### config.mk
export PLATFORM = sky130hd
export DESIGN_NAME = mem_issue_queue
export DESIGN_NICKNAME = d
export VERILOG_FILES = /design/src/rtl/mem_issue_queue_pkg.sv /design/src/rtl/mem_iq_operand.sv /design/src/rtl/mem_issue_queue.sv
export SDC_FILE = /design/constraint.sdc
export NUM_CORES = 1
export LEC_CHECK = 0
export CORE_MARGIN = 2
export CORE_UTILIZATION = 27
export CTS_CLUSTER_SIZE = 20
export DETAILED_ROUTE_END_ITERATION = 8
export PLACE_DENSITY_LB_ADDON = 0.1
export SLEW_MARGIN = 25
export SYNTH_ARGS = -nofsm -noshare
export SYNTH_HDL_FRONTEND = slang
export SYNTH_HIERARCHICAL = 1
export SYNTH_SLANG_ARGS = --single-unit
### constraint.sdc
create_clock -name clk -period 4.6 [get_ports clk]
set_clock_uncertainty 0.2 [all_clocks]
set_input_delay 0.92 -clock clk [delete_from_list [all_inputs] [get_ports clk]]
set_output_delay 0.92 -clock clk [all_outputs]
set_load 0.005 [all_outputs]
### src/rtl/mem_issue_queue_pkg.sv
// Shared definitions for the memory issue queue: physical register tag width,
// opcode/flag bit positions, ROB index width and small decode helpers.
`ifndef PR_ADDR_W
`define PR_ADDR_W 6
`endif

package mem_issue_queue_pkg;
  localparam int PR_W           = `PR_ADDR_W;
  localparam int OPC_STORE_BIT  = 0;
  localparam int IMM_ZPWRAP_BIT = 3;
  localparam int ROB_IDX_W      = 5;

  function automatic logic is_store(input logic [3:0] opcode);
    return opcode[OPC_STORE_BIT];
  endfunction

  // A not-ready operand whose tag is on the CDB this cycle.
  function automatic logic cdb_hit(input logic cdb_valid, input logic [PR_W-1:0] cdb_tag,
                                   input logic rdy, input logic [PR_W-1:0] tag);
    return cdb_valid && !rdy && (tag == cdb_tag);
  endfunction
endpackage

### src/rtl/mem_iq_operand.sv
// One operand slot of an issue-queue entry: ready bit, producer tag and value.
// Loaded at dispatch, woken by a matching CDB broadcast, cleared on flush.
`ifndef PR_ADDR_W
`define PR_ADDR_W 6
`endif

module mem_iq_operand
  import mem_issue_queue_pkg::*;
(
  input  logic            clk,
  input  logic            rst,
  input  logic            clr,
  input  logic            wr,
  input  logic            wr_rdy,
  input  logic [PR_W-1:0] wr_tag,
  input  logic [7:0]      wr_val,
  input  logic            cdb_valid,
  input  logic [PR_W-1:0] cdb_tag,
  input  logic [7:0]      cdb_data,
  output logic            rdy,
  output logic [PR_W-1:0] tag,
  output logic [7:0]      val
);

  logic wake;
  assign wake = cdb_hit(cdb_valid, cdb_tag, rdy, tag);

  // Dispatch write takes precedence; otherwise capture a matching broadcast.
  always_ff @(posedge clk) begin
    if (rst || clr) begin
      rdy <= 1'b0;
    end else if (wr) begin
      rdy <= wr_rdy;
      tag <= wr_tag;
      val <= wr_val;
    end else if (wake) begin
      rdy <= 1'b1;
      val <= cdb_data;
    end
  end

endmodule

### src/rtl/mem_issue_queue.sv
// In-order load/store issue queue between dispatch and the memory pipeline.
// Ops wait for their operands on the CDB and issue strictly in program order;
// stores additionally wait until they are the ROB head.
// Build option MEM_IQ_CDB_BYPASS_EN: operands whose tag is on the CDB in the
// dispatch cycle are written ready with the CDB value. Without it, such a
// dispatch is refused for that cycle and retried.
`ifndef PR_ADDR_W
`define PR_ADDR_W 6
`endif

module mem_issue_queue
  import mem_issue_queue_pkg::*;
#(
  parameter int DEPTH = 8
) (
  input  logic                 clk,
  input  logic                 rst,
  input  logic                 flush,
  input  logic                 disp_valid,
  output logic                 disp_ready,
  input  logic [3:0]           disp_opcode,
  input  logic [ROB_IDX_W-1:0] disp_rob,
  input  logic [3:0]           disp_imm,
  input  logic [7:0]           disp_base_hi,
  input  logic                 disp_blo_rdy,
  input  logic [PR_W-1:0]      disp_blo_tag,
  input  logic [7:0]           disp_blo_val,
  input  logic                 disp_off_rdy,
  input  logic [PR_W-1:0]      disp_off_tag,
  input  logic [7:0]           disp_off_val,
  input  logic                 disp_dat_rdy,
  input  logic [PR_W-1:0]      disp_dat_tag,
  input  logic [7:0]           disp_dat_val,
  input  logic [PR_W-1:0]      disp_dest_reg,
  input  logic [3:0]           disp_dest_arch,
  input  logic                 cdb_valid,
  input  logic [PR_W-1:0]      cdb_tag,
  input  logic [7:0]           cdb_data,
  input  logic [ROB_IDX_W-1:0] rob_head,
  output logic                 iss_valid,
  input  logic                 iss_ready,
  output logic [3:0]           iss_opcode,
  output logic [ROB_IDX_W-1:0] iss_rob,
  output logic [3:0]           iss_imm,
  output logic [3:0]           iss_dest_arch,
  output logic [15:0]          iss_base,
  output logic [7:0]           iss_offset,
  output logic [7:0]           iss_data,
  output logic [PR_W-1:0]      iss_dest_reg
);

  localparam int PTR_W = $clog2(DEPTH);
  localparam logic [PTR_W:0] PTR_ONE = (PTR_W + 1)'(1);

  logic [PTR_W:0]   head, tail;
  logic [DEPTH-1:0] valid;
  logic [PTR_W-1:0] hidx, tidx;
  logic             full, do_disp, do_iss;

  logic [3:0]           opc_q       [DEPTH];
  logic [ROB_IDX_W-1:0] rob_q       [DEPTH];
  logic [3:0]           imm_q       [DEPTH];
  logic [7:0]           base_hi_q   [DEPTH];
  logic [PR_W-1:0]      dest_reg_q  [DEPTH];
  logic [3:0]           dest_arch_q [DEPTH];

  logic            blo_rdy [DEPTH], off_rdy [DEPTH], dat_rdy [DEPTH];
  logic [PR_W-1:0] blo_tag [DEPTH], off_tag [DEPTH], dat_tag [DEPTH];
  logic [7:0]      blo_val [DEPTH], off_val [DEPTH], dat_val [DEPTH];

  assign hidx = head[PTR_W-1:0];
  assign tidx = tail[PTR_W-1:0];
  assign full = (head[PTR_W] != tail[PTR_W]) && (hidx == tidx);

  // Loads have no data operand, so it is ready from the start.
  logic dat_rdy_in;
  logic blo_hit, off_hit, dat_hit;
  assign dat_rdy_in = disp_dat_rdy || !is_store(disp_opcode);
  assign blo_hit    = cdb_hit(cdb_valid, cdb_tag, disp_blo_rdy, disp_blo_tag);
  assign off_hit    = cdb_hit(cdb_valid, cdb_tag, disp_off_rdy, disp_off_tag);
  assign dat_hit    = cdb_hit(cdb_valid, cdb_tag, dat_rdy_in,   disp_dat_tag);

  logic       blo_rdy_w, off_rdy_w, dat_rdy_w;
  logic [7:0] blo_val_w, off_val_w, dat_val_w;

`ifdef MEM_IQ_CDB_BYPASS_EN
  assign blo_rdy_w  = disp_blo_rdy || blo_hit;
  assign off_rdy_w  = disp_off_rdy || off_hit;
  assign dat_rdy_w  = dat_rdy_in   || dat_hit;
  assign blo_val_w  = blo_hit ? cdb_data : disp_blo_val;
  assign off_val_w  = off_hit ? cdb_data : disp_off_val;
  assign dat_val_w  = dat_hit ? cdb_data : disp_dat_val;
  assign disp_ready = !full;
`else
  // The broadcast would be missed by an entry not yet written; refuse and retry.
  assign blo_rdy_w  = disp_blo_rdy;
  assign off_rdy_w  = disp_off_rdy;
  assign dat_rdy_w  = dat_rdy_in;
  assign blo_val_w  = disp_blo_val;
  assign off_val_w  = disp_off_val;
  assign dat_val_w  = disp_dat_val;
  assign disp_ready = !full && !(blo_hit || off_hit || dat_hit);
`endif

  assign do_disp = disp_valid && disp_ready && !flush;

  // Head issues once every operand is ready; stores also need to be the ROB head.
  assign iss_valid = valid[hidx] && blo_rdy[hidx] && off_rdy[hidx] && dat_rdy[hidx] &&
                     (!is_store(opc_q[hidx]) || (rob_head == rob_q[hidx]));
  assign do_iss    = iss_valid && iss_ready && !flush;

  assign iss_opcode    = opc_q[hidx];
  assign iss_rob       = rob_q[hidx];
  assign iss_imm       = imm_q[hidx];
  assign iss_dest_arch = dest_arch_q[hidx];
  assign iss_base      = {base_hi_q[hidx], blo_val[hidx]};
  assign iss_offset    = off_val[hidx];
  assign iss_data      = dat_val[hidx];
  assign iss_dest_reg  = dest_reg_q[hidx];

  // Pointer and valid-bit bookkeeping; flush empties the queue.
  always_ff @(posedge clk) begin
    if (rst || flush) begin
      head  <= '0;
      tail  <= '0;
      valid <= '0;
    end else begin
      if (do_disp) begin
        valid[tidx] <= 1'b1;
        tail        <= tail + PTR_ONE;
      end
      if (do_iss) begin
        valid[hidx] <= 1'b0;
        head        <= head + PTR_ONE;
      end
    end
  end

  // Static entry fields written at dispatch.
  always_ff @(posedge clk) begin
    if (do_disp) begin
      opc_q[tidx]       <= disp_opcode;
      rob_q[tidx]       <= disp_rob;
      imm_q[tidx]       <= disp_imm;
      base_hi_q[tidx]   <= disp_base_hi;
      dest_reg_q[tidx]  <= disp_dest_reg;
      dest_arch_q[tidx] <= disp_dest_arch;
    end
  end

  for (genvar i = 0; i < DEPTH; i++) begin : g_slot
    logic wr_slot;
    assign wr_slot = do_disp && (tidx == PTR_W'(i));

    mem_iq_operand u_blo (
      .clk(clk), .rst(rst), .clr(flush), .wr(wr_slot),
      .wr_rdy(blo_rdy_w), .wr_tag(disp_blo_tag), .wr_val(blo_val_w),
      .cdb_valid(cdb_valid), .cdb_tag(cdb_tag), .cdb_data(cdb_data),
      .rdy(blo_rdy[i]), .tag(blo_tag[i]), .val(blo_val[i])
    );
    mem_iq_operand u_off (
      .clk(clk), .rst(rst), .clr(flush), .wr(wr_slot),
      .wr_rdy(off_rdy_w), .wr_tag(disp_off_tag), .wr_val(off_val_w),
      .cdb_valid(cdb_valid), .cdb_tag(cdb_tag), .cdb_data(cdb_data),
      .rdy(off_rdy[i]), .tag(off_tag[i]), .val(off_val[i])
    );
    mem_iq_operand u_dat (
      .clk(clk), .rst(rst), .clr(flush), .wr(wr_slot),
      .wr_rdy(dat_rdy_w), .wr_tag(disp_dat_tag), .wr_val(dat_val_w),
      .cdb_valid(cdb_valid), .cdb_tag(cdb_tag), .cdb_data(cdb_data),
      .rdy(dat_rdy[i]), .tag(dat_tag[i]), .val(dat_val[i])
    );
  end

endmodule

; Word-level counts from Yosys, hierarchy flattened
; Memories as Yosys holds them, arrays and structs flattened. A register that Yosys moved wholly into a read port is not among the register bits.
; Index checks and enable logic that the tools add are counted.
[word_totals]
ramBits = 248
output_inout_bits = 57
regBits = 376
memories = 6
elab_cells = 435
[op_classes]
muxes = 137
magnitude_cmp = 5
reduce_logical = 168
addsub = 2
n_bitwise = 5
n_eq_ne = 37
[memory_table]
columns = memory, words, width, read_ports, rd_clocked_by_memory_dff, write_ports, line_no
row1 = base_hi_q, 8, 8, 1, 1, 1, mem_issue_queue.sv:63  ; logic [7:0] base_hi_q [DEPTH];
row2 = dest_reg_q, 8, 6, 1, 1, 1, mem_issue_queue.sv:64  ; logic [PR_W-1:0] dest_reg_q [DEPTH];
row3 = rob_q, 8, 5, 1, 1, 1, mem_issue_queue.sv:61  ; logic [ROB_IDX_W-1:0] rob_q [DEPTH];
row4 = dest_arch_q, 8, 4, 1, 1, 1, mem_issue_queue.sv:65  ; logic [3:0] dest_arch_q [DEPTH];
row5 = imm_q, 8, 4, 1, 1, 1, mem_issue_queue.sv:62  ; logic [3:0] imm_q [DEPTH];
row6 = opc_q, 8, 4, 1, 1, 1, mem_issue_queue.sv:60  ; logic [3:0] opc_q [DEPTH];
[ops]
columns = cell, count
row1 = $mux W8, 57
row2 = $eq A6 B6 Y1, 27
row3 = $logic_and A1 B1 Y1, 74
row4 = $bmux W8 S3, 3
row5 = $reduce_and A2 Y1, 32
row6 = $mux W1, 59
row7 = $reduce_bool A2 Y1, 24
row8 = $mux W3, 12
row9 = $logic_not A1 Y1, 32
row10 = $bmux W1 S3, 4
row11 = $eq A3 B3 Y1 const B, 4
row12 = $add A4 B1 Y4 const B, 2
row13 = $and A8 B8 Y8, 1
row14 = $lt A3 B4 Y1 const B, 2
row15 = $not A8 Y8, 1
row16 = $or A8 B8 Y8, 1
row17 = $demux W1 S3, 2
row18 = $eq A3 B2 Y1 const B, 2
row19 = $ge A3 B1 Y1 const B, 2
row20 = $eq A5 B5 Y1, 1
row21 = $logic_or A1 B1 Y1, 5
row22 = $ge A4 B4 Y1 const B, 1
row23 = $not A3 Y4, 1
row24 = $eq A3 B1 Y1 const B, 1
row25 = 4 further kinds, 4

; Longest topological paths before layout
[logic_depth]
depth_word = 14
ltp_mapped = 10
mapped_depth_nobuf = 7

; Hierarchy
; The synthesis kept the hierarchy.
[by_module_without_submodules]
columns = module, instances, seq_area_each_um2, cells_each, area_each_um2
row1 = mem_iq_operand, 24, 440.4, 38, 646.9
row2 = mem_issue_queue, 1, 7827.5, 766, 12420.7

; Worst setup path before layout
; No wires, ideal clock.
[synth_timing]
kind = input to register
startpoint = input port cdb_valid
endpoint = memory base_hi_q[4][0] (enable)
path_buffers = 1
stages = 7
slack_ns = -0.190
setup_time_ns = 0.458
arrival_ns = 4.132
cell_sequence = nor2b_1 > nand4_1 > o41ai_1 > nor4_1 > clkbuf_1 > nand2_1 > nor3_1
[synth_between]
elab_chain_len = 10
word_cells_on_any_way = 14
cone_classes = mux (2) / reduce/logical (12)
[synth_lines]
columns = element, line_no
row1 = from (decl), mem_issue_queue.sv:36  ; input logic cdb_valid,
row2 = $logic_and A1 B1 Y1 (2 in a row), mem_issue_queue_pkg.sv:20  ; return cdb_valid && !rdy && (tag == cdb_tag);
row3 = $logic_or A1 B1 Y1, mem_issue_queue.sv:102  ; assign disp_ready = !full && !(blo_hit || off_hit || dat_hit);
row4 = $logic_or A1 B1 Y1 (*), mem_issue_queue.sv:102
row5 = $logic_not A1 Y1 (*), mem_issue_queue.sv:102
row6 = $logic_and A1 B1 Y1 (*), mem_issue_queue.sv:102
row7 = $logic_and A1 B1 Y1 (*) (2 in a row), mem_issue_queue.sv:105  ; assign do_disp = disp_valid && disp_ready && !flush;
row8 = $mux W1 (*), mem_issue_queue.sv:141  ; if (do_disp) begin
row9 = $mux W1 (implied by the code) (*), mem_issue_queue.sv:145  ; base_hi_q[tidx] <= disp_base_hi;
row10 = to (decl), mem_issue_queue.sv:63
; Mark *: on every way between the ends. The rest lies on a longest branch, timed or not.

; Final worst setup path
[layout_timing]
startpoint = register head[2]
endpoint = output port iss_valid
[layout_between]
elab_chain_len = 8
word_cells_on_any_way = 16
cone_classes = mux (11) / bitwise (1) / reduce/logical (4)
[layout_lines]
columns = element, line_no
row1 = from (decl), mem_issue_queue.sv:55  ; logic [PTR_W:0] head, tail;
row2 = from (signal assigned), mem_issue_queue.sv:134  ; head <= head + PTR_ONE;
row3 = $not A3 Y4 (implied by the code), mem_issue_queue.sv:108  ; assign iss_valid = valid[hidx] && blo_rdy[hidx] && off_rdy[hidx] && dat_rdy[hidx] &&
row4 = $bmux W1 S3, mem_issue_queue.sv:108
row5 = $mux W1 (implied by the code) (2 in a row), mem_issue_queue.sv:108
row6 = $logic_and A1 B1 Y1 (2 in a row), mem_issue_queue.sv:108
row7 = $logic_and A1 B1 Y1 (*) (2 in a row), mem_issue_queue.sv:108
row8 = to (decl), mem_issue_queue.sv:40  ; output logic iss_valid,
; Mark *: on every way between the ends. The rest lies on a longest branch, timed or not. The select of a mux whose other input is x is not followed.

==> results.yml <==
global_routing:
  antenna_found_initial: 8
  grt_use_total_pct: 15.5
  maximum_number_of_pins_on_one_net_before_global_route_repair: 45
  vias_in_the_first_global_route: 16800
  global_route_wire_length_before_repair_mm: 120
  total_gr_overflow: 0
timing:
  hold_slack_ns: 0.303
  hold_viol: 0
  final_min_period_over_clock_period_pct: 95.6
  tightest_slew_ns: 0.978
  grt_setup_unrepaired: "false"
  min_period_ns: 4.40
  worst_slew_margin_rel_pct: 34.6
  slew_viol_final: 0
  timing.final.setup_violations: 0
  fmax_mhz: 227
place:
  detailed_place_hpwl_mm: 53.5
  dpl-instance-area_mm2: 0.0319
  dp_cells: 3237
  io_buffers: 157
  gp_routability_congestion: 0.735
clock_tree:
  cts.sink_count: 627
  clk_pin_slew_worst_paths_ns: 0.06
  clk_path_buf_depth: 3
  h-tree-depth: 3
  ctsHoldBuffers: 0
  clockRootBuffer: "sky130_fd_sc_hd__clkbuf_16"
  cts_tree: "yes"
  clk_latency_ns: 0.64
  numCtsBuffers: 78
pwr:
  power.density_mw_per_mm2: 379
  irDropWorstVdd_v: 0.000257
  power.clock.fraction_pct: 47.2
  total_power_mw: 13.1
  power.share.sequential_pct: 48.0
  leakage_nw: 10.9
  swShare_pct: 21.7
  combPwrFrac_pct: 4.8
  power.switching_mw: 2.85
  int_power_mw: 10.2
setup_path:
  start_kind: "flop"
  end_kind: "output port"
  critical_path_required_ns: 3.48
  worst-endpoint-arrival_ns: 3.28
  crit_fanout: 19
  crit_path_class: "reg -> out"
  setup.worst_path.start: "head[2]"
  r2r-start: "head[1]"
detailed_routing:
  drt_first_iter_violations: 982
  dr_vias: 15700
  drc: 0
  drt_pass1_iterations: 5
  routed_wire_length_mm: 82.1
  avgViaCountPerCell: 4.63
  wl_per_cell_um: 24.2
  postRouteAntennaNets: 0
cells_and_area:
  num-fill-cells: 10100
  mostFrequentLayoutCells: "sky130_fd_sc_hd__edfxtp_1, sky130_fd_sc_hd__mux2_2, sky130_fd_sc_hd__clkdlybuf4s50_1"
  instances_no_fill: 3393
  layout_commonest_cell: "sky130_fd_sc_hd__edfxtp_1"
  nets: 2050
  regArea_mm2: 0.0184
  layout-drive-gt1-share_pct: 30.3
  total_non_filler_cell_area_in_the_finished_layout_mm2: 0.0346
  area.growth.synth_to_final_pct: 23.6
  multi_input_gate_area_mm2: 0.00924
floorplanning:
  die-width_um: 326
  initial_core_util_pct: 27.1
  core_mm2: 0.103
  fp.dieArea_mm2: 0.106
  io_pins: 158
  placement_rows: 118
  die_height_um: 326
synth:
  synthesized_cell_area_mm2: 0.0279
  synth.ff_latch_count: 627
  syn-num-nets: 1786
  synth-main-ff-cell: "sky130_fd_sc_hd__edfxtp_1"
  ys_async_sr_fraction_pct: 0
  syn-mean-instance-area_um2: 16.7
  ys_warn_count: 6
  seq_area_frac_synth_pct: 65.8
  synth_enable_flop_cells: 584
  yosys.cell_types.count: 57
  synthesis.instances: 1678
hold_path:
  hold_path.startpoint: "head[3]"
  hold_class: "reg -> reg"
run_status:
  outcome: "finished clean"
run:
  max_cap_viol_count: 0
-- power by group through the flow --
stage	combinational, mW	sequential, mW	clock (mW)
floorplan	0.263	6.40	0
global placement	0.641	6.40	0
detailed placement	0.647	6.40	0
CTS	0.651	6.28	6.38
global route	0.692	6.28	6.59
finish	0.632	6.28	6.17
-- flip-flops by register name (all words and copies together), names as in the netlist, 40 cells and up, named ones only --
| name | count |
|---|---|
| g_slot.u_off/tag | 48 |
| base_hi_q | 64 |
| g_slot.u_dat/val | 64 |
| g_slot.u_blo/tag | 48 |
| rob_q | 40 |
| g_slot.u_dat/tag | 48 |
| g_slot.u_blo/val | 64 |
| g_slot.u_off/val | 64 |
| dest_reg_q | 48 |
-- metal layers --
metal | part of all wire (%) | GRT usage (%) | vias to the layer above
li1 | - | - | 7178
met1 | 44 | 20.0 | 8114
met2 | 49 | 26.3 | 284
met3 | 3.7 | 2.66 | 128
met4 | 2.8 | 4.99 | 10
met5 | 0.082 | 0 | -
-- critical path: stages, from the launching register on --
cell,delay (ns)
sky130_fd_sc_hd__dfxtp_2,0.53
sky130_fd_sc_hd__buf_4,0.40
sky130_fd_sc_hd__nor2b_2,0.15
sky130_fd_sc_hd__a32o_1,0.25
sky130_fd_sc_hd__a21oi_1,0.30
sky130_fd_sc_hd__a2111oi_4,0.11
sky130_fd_sc_hd__buf_4,0.18
sky130_fd_sc_hd__a41o_1,0.24
sky130_fd_sc_hd__clkdlybuf4s50_1,0.47
-- cells by family after synthesis --
logic type,count (synthesis),share of synthesized area [%]
buffers and inverters,86,1.44
adder cells (fa/ha/maj),7,0.313
multiplexers,354,17.0
XOR/XNOR,170,5.33
flip-flops,627,65.8
AND/OR/NAND/NOR,281,5.94
AO/OA/AOI/OAI,153,4.17
-- cell type report --
class | count | area share, %
multi-input combinational | 965 | 26.7
sequential | 627 | 53.3
tap | 1380 | 5.00
clock inverter | 55 | 1.65
timing repair buffer | 260 | 7.33
clock buffer | 90 | 5.84
inverter | 10 | 0.120
antenna | 6 | 0.0435
-- cells in the mapped netlist, drive strengths merged, types with 16 or more instances --
library cell / number / area, um2
a22oi: 16 / 120
nand3: 32 / 160
dfxtp: 43 / 861
o21a: 26 / 195
nor4: 25 / 307
nand2b: 28 / 175
nor2: 53 / 199
o21ai: 20 / 100
nand3b: 25 / 188
o311a: 24 / 240
xor2: 54 / 473
buf: 48 / 259
xnor2: 116 / 1020
mux2i: 34 / 340
edfxtp: 584 / 17500
mux4: 71 / 1600
mux2: 249 / 2800
and2: 30 / 190
nand2: 46 / 173
clkbuf: 28 / 106
-- what timing repair did --
item,in CTS,in global routing
setup buffers,1,4
endpoints found under the setup margin,1,1
gates resized for setup,6,4
pin swaps,0,1
-- final timing paths --
check | slack, ns | depth (start not counted) | end
min reg2reg | 0.30 | 2 | head[3]
max reg2reg | 1.17 | 9 | g_slot[6].u_dat/val[0]
min | 0.30 | 2 | head[3]
max | 0.20 | 8 | iss_valid
-- through the flow --
stage | utilization, % | TNS (ns) | worst slack, ns
global placement | 30.9 | -0.196 | -0.196
CTS | 33.5 | 0 | 0.0224
global route | 33.5 | 0 | 0.0163
finish | 33.5 | 0 | 0.203
detailed placement | 30.9 | 0 | 0.165
floorplan | - | -11.23 | -0.181
Note: power is estimated with default switching activity, not from simulation.
